`config.mk`:
```
export PLATFORM = sky130hd
export DESIGN_NAME = sump_cmd_decoder_flat
export DESIGN_NICKNAME = d
export VERILOG_FILES = /design/src/rtl/sump_cmd_decoder_if.sv /design/src/rtl/sump_cmd_decoder.sv /design/src/flat_wrapper.sv
export SDC_FILE = /design/constraint.sdc
export NUM_CORES = 1
export LEC_CHECK = 0
export ABC_CLOCK_PERIOD_IN_PS = 3400
export CORE_MARGIN = 2
export CORE_UTILIZATION = 33
export CTS_CLUSTER_DIAMETER = 150
export DETAILED_ROUTE_END_ITERATION = 10
export DONT_BUFFER_PORTS = 1
export GPL_TIMING_DRIVEN = 1
export HOLD_SLACK_MARGIN = 0.08
export PLACE_DENSITY = 0.48
export REMOVE_ABC_BUFFERS = 1
export SLEW_MARGIN = 20
export SYNTH_ARGS = -nofsm -noshare
export SYNTH_HDL_FRONTEND = slang
export SYNTH_SLANG_ARGS = --single-unit
export TNS_END_PERCENT = 5
```
`constraint.sdc`:
```
create_clock -name clock -period 3.4 [get_ports clock]
set_clock_uncertainty 0.05 [all_clocks]
set_input_delay 1.02 -clock clock [delete_from_list [all_inputs] [get_ports clock]]
set_output_delay 1.02 -clock clock [all_outputs]
set_load 0.02 [all_outputs]
```
`src/rtl/sump_cmd_decoder_if.sv`:
```
// Byte-stream input and decoded-command output bundle of the SUMP command decoder.
// The decoder takes the slave modport; the UART/controller side takes master.
interface sump_cmd_decoder_if;
  logic [7:0]  rx_data;
  logic        rx_valid;
  logic [7:0]  opcode;
  logic [31:0] command;
  logic        cmd_recv_rx;
  logic        cmd_long;
  logic        timeout_err;

  modport master (
    output rx_data, rx_valid,
    input  opcode, command, cmd_recv_rx, cmd_long, timeout_err
  );

  modport slave (
    input  rx_data, rx_valid,
    output opcode, command, cmd_recv_rx, cmd_long, timeout_err
  );
endinterface

```
`src/rtl/sump_cmd_decoder.sv`:
```
// SUMP command assembler: short (1-byte) and long (opcode + 4 data bytes) commands,
// with an inter-byte timeout that drops partial long commands.
module sump_cmd_decoder #(
  parameter int unsigned TIMEOUT_CYCLES = 100000
) (
  input logic              clock,
  input logic              ext_reset_n,
  sump_cmd_decoder_if.slave bus
);

  localparam int unsigned CNT_W = $clog2(TIMEOUT_CYCLES);
  localparam logic [CNT_W-1:0] CNT_TERM = CNT_W'(TIMEOUT_CYCLES - 1);
  localparam logic [CNT_W-1:0] CNT_MAX  = '1;

  typedef enum logic {
    IDLE,
    COLLECT
  } state_t;

  state_t            state_q, state_d;
  logic [1:0]        byte_cnt_q, byte_cnt_d;
  logic [CNT_W-1:0]  tmo_cnt_q, tmo_cnt_d;
  logic [31:0]       shift_q, shift_d;
  logic [7:0]        pend_op_q, pend_op_d;
  logic [7:0]        opcode_q, opcode_d;
  logic [31:0]       command_q, command_d;
  logic              long_q, long_d;
  logic              strobe_q, strobe_d;
  logic              tout_q, tout_d;

  always_ff @(posedge clock or negedge ext_reset_n) begin
    // NOTE: state registers use non-blocking assignments so every register samples
    // pre-edge values regardless of statement order.
    if (!ext_reset_n) begin
      state_q    <= IDLE;
      byte_cnt_q <= '0;
      tmo_cnt_q  <= '0;
      shift_q    <= '0;
      pend_op_q  <= '0;
      opcode_q   <= '0;
      command_q  <= '0;
      long_q     <= 1'b0;
      strobe_q   <= 1'b0;
      tout_q     <= 1'b0;
    end else begin
      state_q    <= state_d;
      byte_cnt_q <= byte_cnt_d;
      tmo_cnt_q  <= tmo_cnt_d;
      shift_q    <= shift_d;
      pend_op_q  <= pend_op_d;
      opcode_q   <= opcode_d;
      command_q  <= command_d;
      long_q     <= long_d;
      strobe_q   <= strobe_d;
      tout_q     <= tout_d;
    end
  end

  always_comb begin
    // NOTE: every signal gets a default before the case so no path leaves it
    // unassigned, which would otherwise infer a latch.
    state_d    = state_q;
    byte_cnt_d = byte_cnt_q;
    tmo_cnt_d  = tmo_cnt_q;
    shift_d    = shift_q;
    pend_op_d  = pend_op_q;
    opcode_d   = opcode_q;
    command_d  = command_q;
    long_d     = long_q;
    strobe_d   = 1'b0;
    tout_d     = 1'b0;

    unique case (state_q)
      IDLE: begin
        tmo_cnt_d = '0;
        if (bus.rx_valid) begin
          if (!bus.rx_data[7]) begin
            opcode_d  = bus.rx_data;
            command_d = '0;
            long_d    = 1'b0;
            strobe_d  = 1'b1;
          end else begin
            // Published opcode stays put until the long command actually completes.
            pend_op_d  = bus.rx_data;
            byte_cnt_d = '0;
            shift_d    = '0;
            state_d    = COLLECT;
          end
        end
      end

      COLLECT: begin
        if (bus.rx_valid) begin
          // A byte on the terminal cycle wins over the timeout.
          tmo_cnt_d = '0;
          if (byte_cnt_q == 2'd3) begin
            opcode_d   = pend_op_q;
            command_d  = {bus.rx_data, shift_q[31:8]};
            long_d     = 1'b1;
            strobe_d   = 1'b1;
            byte_cnt_d = '0;
            shift_d    = '0;
            pend_op_d  = '0;
            state_d    = IDLE;
          end else begin
            shift_d    = {bus.rx_data, shift_q[31:8]};
            byte_cnt_d = byte_cnt_q + 2'd1;
          end
        end else if (tmo_cnt_q == CNT_TERM) begin
          tout_d     = 1'b1;
          tmo_cnt_d  = '0;
          byte_cnt_d = '0;
          shift_d    = '0;
          pend_op_d  = '0;
          state_d    = IDLE;
        end else if (tmo_cnt_q != CNT_MAX) begin
          tmo_cnt_d = tmo_cnt_q + 1'b1;
        end
      end

      default: state_d = IDLE;
    endcase
  end

  assign bus.opcode      = opcode_q;
  assign bus.command     = command_q;
  assign bus.cmd_long    = long_q;
  assign bus.cmd_recv_rx = strobe_q;
  assign bus.timeout_err = tout_q;

endmodule

```
`src/flat_wrapper.sv`:
```
// flat-port wrapper written by rule: the top's interface ports become plain ports
module sump_cmd_decoder_flat 
#(
  parameter int unsigned TIMEOUT_CYCLES = 100000
)
  (clock, ext_reset_n, bus_rx_data, bus_rx_valid, bus_opcode, bus_command, bus_cmd_recv_rx, bus_cmd_long, bus_timeout_err);
  sump_cmd_decoder_if bus_i ();
  input logic clock;
  input logic ext_reset_n;
  input wire logic [$bits(bus_i.rx_data)-1:0] bus_rx_data;
  input wire logic [$bits(bus_i.rx_valid)-1:0] bus_rx_valid;
  output wire logic [$bits(bus_i.opcode)-1:0] bus_opcode;
  output wire logic [$bits(bus_i.command)-1:0] bus_command;
  output wire logic [$bits(bus_i.cmd_recv_rx)-1:0] bus_cmd_recv_rx;
  output wire logic [$bits(bus_i.cmd_long)-1:0] bus_cmd_long;
  output wire logic [$bits(bus_i.timeout_err)-1:0] bus_timeout_err;
  assign bus_i.rx_data = bus_rx_data;
  assign bus_i.rx_valid = bus_rx_valid;
  assign bus_opcode = bus_i.opcode;
  assign bus_command = bus_i.command;
  assign bus_cmd_recv_rx = bus_i.cmd_recv_rx;
  assign bus_cmd_long = bus_i.cmd_long;
  assign bus_timeout_err = bus_i.timeout_err;
  sump_cmd_decoder #(.TIMEOUT_CYCLES(TIMEOUT_CYCLES)) u_core (.clock(clock), .ext_reset_n(ext_reset_n), .bus(bus_i));
endmodule
```
==> out/qor.yml, run 1 <==
critical_path:
  critPathMaxFanout: 6
  worstPathArrival_ps: 2750
  cp-end-kind: "register"
  worstSetupStartpointType: "register"
  worstPathRequired_ps: 3580
  path_class: "register to register"
timing:
  tns_ps: 0
  tightest_slew_ps: 853
  slew_headroom_pct: 43.0
  timing.final.ws_setup_ps: 827
  fin_crit_ps: 2570
  slew_violations: 0
  grt_setup_unrepaired: "no"
  timing.fmax_ghz: 0.389
  setup_viol_count_final: 0
  hold_violations: 0
  period_share_pct: 75.7
die:
  initial_core_util_pct: 33.5
  die_x_um: 111
  rows: 39
  core_area_um2: 11300
  io-pin-count: 54
  die-area_um2: 12400
  die_y_um: 111
yosys:
  synth_area_leaders: "dfrtp_1, a22o_1, mux2_2"
  synth.distinct_cells: 34
  synth_edf_count: 0
  synthArstFlopShare_pct: 100
  syn_inst: 290
  yosysTopAreaCell: "dfrtp_1"
  synth.cell_area_um2: 3790
  synth_ff_type: "dfrtp_1"
  ys_seq_area_share_pct: 62.7
  syn_area_per_cell_um2: 13.1
  yosysWarnings: 0
  synth_top_area_share_pct: 62.7
  synth-seq-cells: 95
routing:
  avgRoutedWirePerCell_um: 17.7
  dr.pass1.iters: 4
  drc: 0
  drt_wl_total_mm: 7.74
  drt_iter0_drc: 151
  via_count: 2339
  viasPerCell: 5.36
  route.antenna.remaining_nets: 0
final_layout:
  antenna_cells: 0
  fin_nets: 302
  final_common_cell: "dfrtp_1"
  fillers: 1091
  drive_above_1_share_pct: 13.3
  fin_area_um2: 4290
  syn_to_final_growth_pct: 13.1
  final_cell_mix: "dfrtp_1, a22o_1, nor2_1, mux2_2, xnor2_1"
  final_util_pct: 37.9
placed_design:
  dp_hpwl_mm: 4.75
  placed_cell_area_um2: 3940
  port_buffers: 0
  place_congestion: 0.781
  pre_cts_slack_ps: 837
cts:
  ctsHoldBuffers: 0
  cts_setup_buffers: 0
  cts_tree: "yes"
  clk_pin_slew_ps: 70
  cts_resized: 0
  clkLatencyLatePin_ps: 340
  clockBufferDepth: 2
  htreeDepth: 3
  cts_buffers: 9
  cts_root_buf: "clkbuf_16"
  cts.sinks: 95
status:
  status: "complete, no violations"
global_routing:
  antenna_found_initial: 0
  grt_max_degree: 96
  grt_pass1_wl_mm: 13.1
  grt_pass1_vias: 2416
  gr-total-overflow: 0
  track_usage_pct: 13.3
power_and_ir_drop:
  leakage_nw: 1.93
  ir_drop_v: 0.000310
  p_per_area_nw_per_um2: 810
run:
  cap_violations: 0
min_path:
  hold_path.class: "input port to async pin"
==> state kept, by name (all words and copies together), names as in the netlist <==
| name | count |
|---|---|
| u_core.byte_cnt_q | 2 |
| u_core.bus.cmd_recv_rx | 1 |
| u_core.bus.command | 32 |
| u_core.state_q | 1 |
| u_core.bus.timeout_err | 1 |
| u_core.pend_op_q | 8 |
| u_core.bus.cmd_long | 1 |
| u_core.shift_q | 24 |
| u_core.tmo_cnt_q | 17 |
| u_core.bus.opcode | 8 |
==> cells by family after synthesis <==
family                   Yosys count  share of synthesized area, %
AND/OR/NAND/NOR                   67                          9.18
adder cells (fa/ha/maj)            3                         0.991
AO/OA/AOI/OAI                     73                          16.7
multiplexers                      17                          4.99
XOR/XNOR                          14                          3.24
buffers and inverters             21                          2.15
flip-flops                        95                          62.7
==> cells in the mapped netlist (4+ instances only) <==
cell type  number
nand3_1         4
inv_1           4
a32o_1          8
and3_1          6
nand2_1         9
a22o_1         57
nor4_1          6
nor2_1         25
mux2_2         15
clkbuf_1       14
nor3_1          5
dfrtp_1        95
xnor2_1        12
==> routing by layer <==
layer | vias up | track usage [%] | part of all wire [%]
met4 | 0 | 5.68 | 1.7
met1 | 1200 | 17.6 | 48
met5 | - | 0 | 0
met2 | 46 | 20.1 | 45
li1 | 1082 | - | -
met3 | 11 | 4.10 | 4.8
==> worst paths after layout <==
| path | end | slack (ps) | depth (start not counted) | startpoint |
|---|---|---|---|---|
| worst min register to register | u_core.bus.opcode[7] | 450 | 1 | u_core.pend_op_q[7] |
| worst min-delay path | u_core.bus.command[12] | 320 | 0 | ext_reset_n |
| worst max-delay path | u_core.tmo_cnt_q[15] | 830 | 9 | u_core.tmo_cnt_q[0] |
| worst max register to register | u_core.tmo_cnt_q[15] | 830 | 9 | u_core.tmo_cnt_q[0] |
| min in group clock | u_core.bus.opcode[7] | 450 | 1 | u_core.pend_op_q[7] |
| max in group asynchronous | u_core.bus.command[24] | 2790 | 0 | ext_reset_n |
==> final cells by class <==
cell class	instances	area (um2)	share of cell area, %
clock inverter	7	118	2.74
timing repair buffer	4	30.0	0.701
clock buffer	9	225	5.26
sequential	95	2380	55.5
inverter	4	15.0	0.350
tap	143	179	4.18
multi-input combinational	174	1340	31.3
==> stage by stage <==
step,instances,hold slack [ps],total power (W)
final,436,319,0.00347
after global routing,436,300,0.00365
after CTS,436,301,0.00352
after detailed placement,420,434,0.00235
after global placement,420,429,0.00233
after floorplan,273,416,0.00217
==> worst max-delay path, cell delays in order (launching register included) <==
cell	delay, ps
dfrtp_1	410
ha_1	240
and3_1	210
nand3_1	80
nor3_1	60
ha_1	270
nand4b_1	370
nor4_1	500
and3_1	230
nor3_1	50
==> report_power, final <==
part	switching, W	internal [W]	total [W]
clock	0.000430	0.000721	0.00115
sequential	0.000406	0.00142	0.00183
combinational	0.000209	0.000285	0.000494
(Power assumes the default switching activity.)
==> run 2, diff against run 1 <==
- ABC_CLOCK_PERIOD_IN_PS: 3400 -> 2300
- PLACE_DENSITY: 0.48 -> 0.49
- clock period: 3.4 -> 2.3 ns (I/O delays scaled with it)
==> run 2 against run 1 <==
Net effect:
- the flow now finishes with violations (hold timing)
- combinational power up 58%
- worst setup slack got worse by 670 ps
- worst hold slack worse by 330 ps
- final cell count rose by 2.5%
- first-iteration DRC count shrank 30%
- global-route usage down 0.42 points
- via count rose by 0.90%
- non-clock buffer count increased by 12
- core utilization up 0.64 points
- critical endpoint is now u_core.tmo_cnt_q[3]
==> out/qor.yml, run 2 (synthesis results as in run 1) <==
status:
  status: "finished with violations"
  violations: "hold timing"
final_layout:
  drive_above_1_share_pct: 18.1
  largest_reg_flops: 32
  antenna_cells: 0
  syn_to_final_growth_pct: 15.0
  final_cell_mix: "dfrtp_1, a22o_1, nor2_1, buf_4, mux2_2"
  fin_nets: 314
  fin_cells: 447
  fin_area_um2: 4360
  final_common_cell: "dfrtp_1"
  fillers: 1057
timing:
  period_share_pct: 93.1
  tightest_slew_ps: 637
  setup_viol_count_final: 0
  grt_setup_unrepaired: "no"
  timing.fmax_ghz: 0.467
  hold_violations: 24
  tns_ps: 0
  slew_headroom_pct: 57.4
  fin_crit_ps: 2140
  hold_slack_ps: -12.0
  timing.final.ws_setup_ps: 160
  slew_violations: 0
critical_path:
  worstPathArrival_ps: 2320
  path_cells: "ha_2 > and3_1 > nand3_1 > nor3_1 > ha_2 > nand4b_1 > buf_4 > buf_4 > buf_4 > xor2_1 > nor2_1"
  rr_startpoint: "u_core.tmo_cnt_q[0]"
  worstPathRequired_ps: 2480
  worstSetupStartpointType: "register"
  cp_slowest_stage_delay_ps: 360
  r2r_end: "u_core.tmo_cnt_q[3]"
  cp_top_family: "simple AND/OR/NAND/NOR gates"
  critPathMaxFanout: 4
  r2r_setup_slack_ps: 160
  cp_common_cell: "buf_4"
  path_class: "register to register"
  cp-end-kind: "register"
  ff2ff_path_depth: 11
  crit_buf_inv: 3
  crit_path_top_delay_cell: "dfrtp_1"
cts:
  clockBufferDepth: 2
  cts_tree: "yes"
  cts.sinks: 95
  htreeDepth: 3
  clk_pin_slew_ps: 60
  cts_root_buf: "clkbuf_16"
  cts_buffers: 9
  clkLatencyLatePin_ps: 340
die:
  initial_core_util_pct: 33.5
  io-pin-count: 54
  die_y_um: 111
  die_x_um: 111
  core_area_um2: 11300
  rows: 39
  die-area_um2: 12400
routing:
  drt_iter0_drc: 105
  drc: 0
  route.antenna.remaining_nets: 0
  drt_wl_total_mm: 7.78
  viasPerCell: 5.28
  dr.pass1.iters: 4
  avgRoutedWirePerCell_um: 17.4
  via_count: 2360
global_routing:
  gr-total-overflow: 0
  track_usage_pct: 12.8
  antenna_found_initial: 0
  grt_pass1_vias: 2315
  grt_max_degree: 96
  grt_pass1_wl_mm: 12.6
power_and_ir_drop:
  ir_drop_v: 0.000498
  leakage_nw: 1.96
  p_per_area_nw_per_um2: 1140
  p_total_w: 0.00496
placed_design:
  place_inst: 428
  placed_cell_area_um2: 4000
  port_buffers: 0
  place_congestion: 0.761
  dp_hpwl_mm: 4.86
  pre_cts_slack_ps: 106
min_path:
  hold_path.class: "input port to async pin"
run:
  cap_violations: 0
-- run 2: worst register-to-register path, delay by kind of cell (launching register included) --
kind,cells,cell delay (ps)
simple gates,5,680
fa+ha+maj,2,410
buf+inv,3,380
flops,1,360
xor+xnor,1,140
-- run 2: through the flow --
stage	hold slack (ps)	util [%]
floorplan	344	-
global placement	347	35.3
detailed placement	347	35.3
CTS	-23.2	38.0
global route	-27.7	38.5
finish	-12.0	38.5
-- run 2: cell type report --
type / count / area (um2) / area share [%]
timing repair buffer: 16 / 120 / 2.76
clock buffer: 12 / 256 / 5.89
multi-input combinational: 174 / 1370 / 31.4
clock inverter: 3 / 42.5 / 0.976
tap: 143 / 179 / 4.11
inverter: 4 / 15.0 / 0.345
sequential: 95 / 2380 / 54.6
-- run 2: report_power, final --
group / internal (W) / switching, W
Clock: 0.000894 / 0.000605
Sequential: 0.00210 / 0.000580
Combinational: 0.000450 / 0.000332
-- run 2: worst max path at each step --
stage,start,end,depth (start not counted)
floorplan,u_core.tmo_cnt_q[0],u_core.byte_cnt_q[0],5
global placement,u_core.tmo_cnt_q[0],u_core.tmo_cnt_q[15],10
detailed placement,u_core.tmo_cnt_q[0],u_core.tmo_cnt_q[14],9
CTS,u_core.tmo_cnt_q[0],u_core.tmo_cnt_q[15],10
global route,u_core.tmo_cnt_q[1],u_core.tmo_cnt_q[3],11
finish,u_core.tmo_cnt_q[0],u_core.tmo_cnt_q[3],11
-- run 2: per-layer routing --
| metal | track usage [%] | routed length [um] |
|---|---|---|
| met1 | 17.3 | 3670 |
| met2 | 19.2 | 3680 |
| met3 | 4.16 | 311 |
| met4 | 5.35 | 114 |
| met5 | 0 | 0 |
-- run 2: what timing repair did --
item,in CTS,in global routing
setup buffers,0,4
setup endpoints to repair,0,7
gates resized for setup,0,7
hold endpoints to repair,95,95
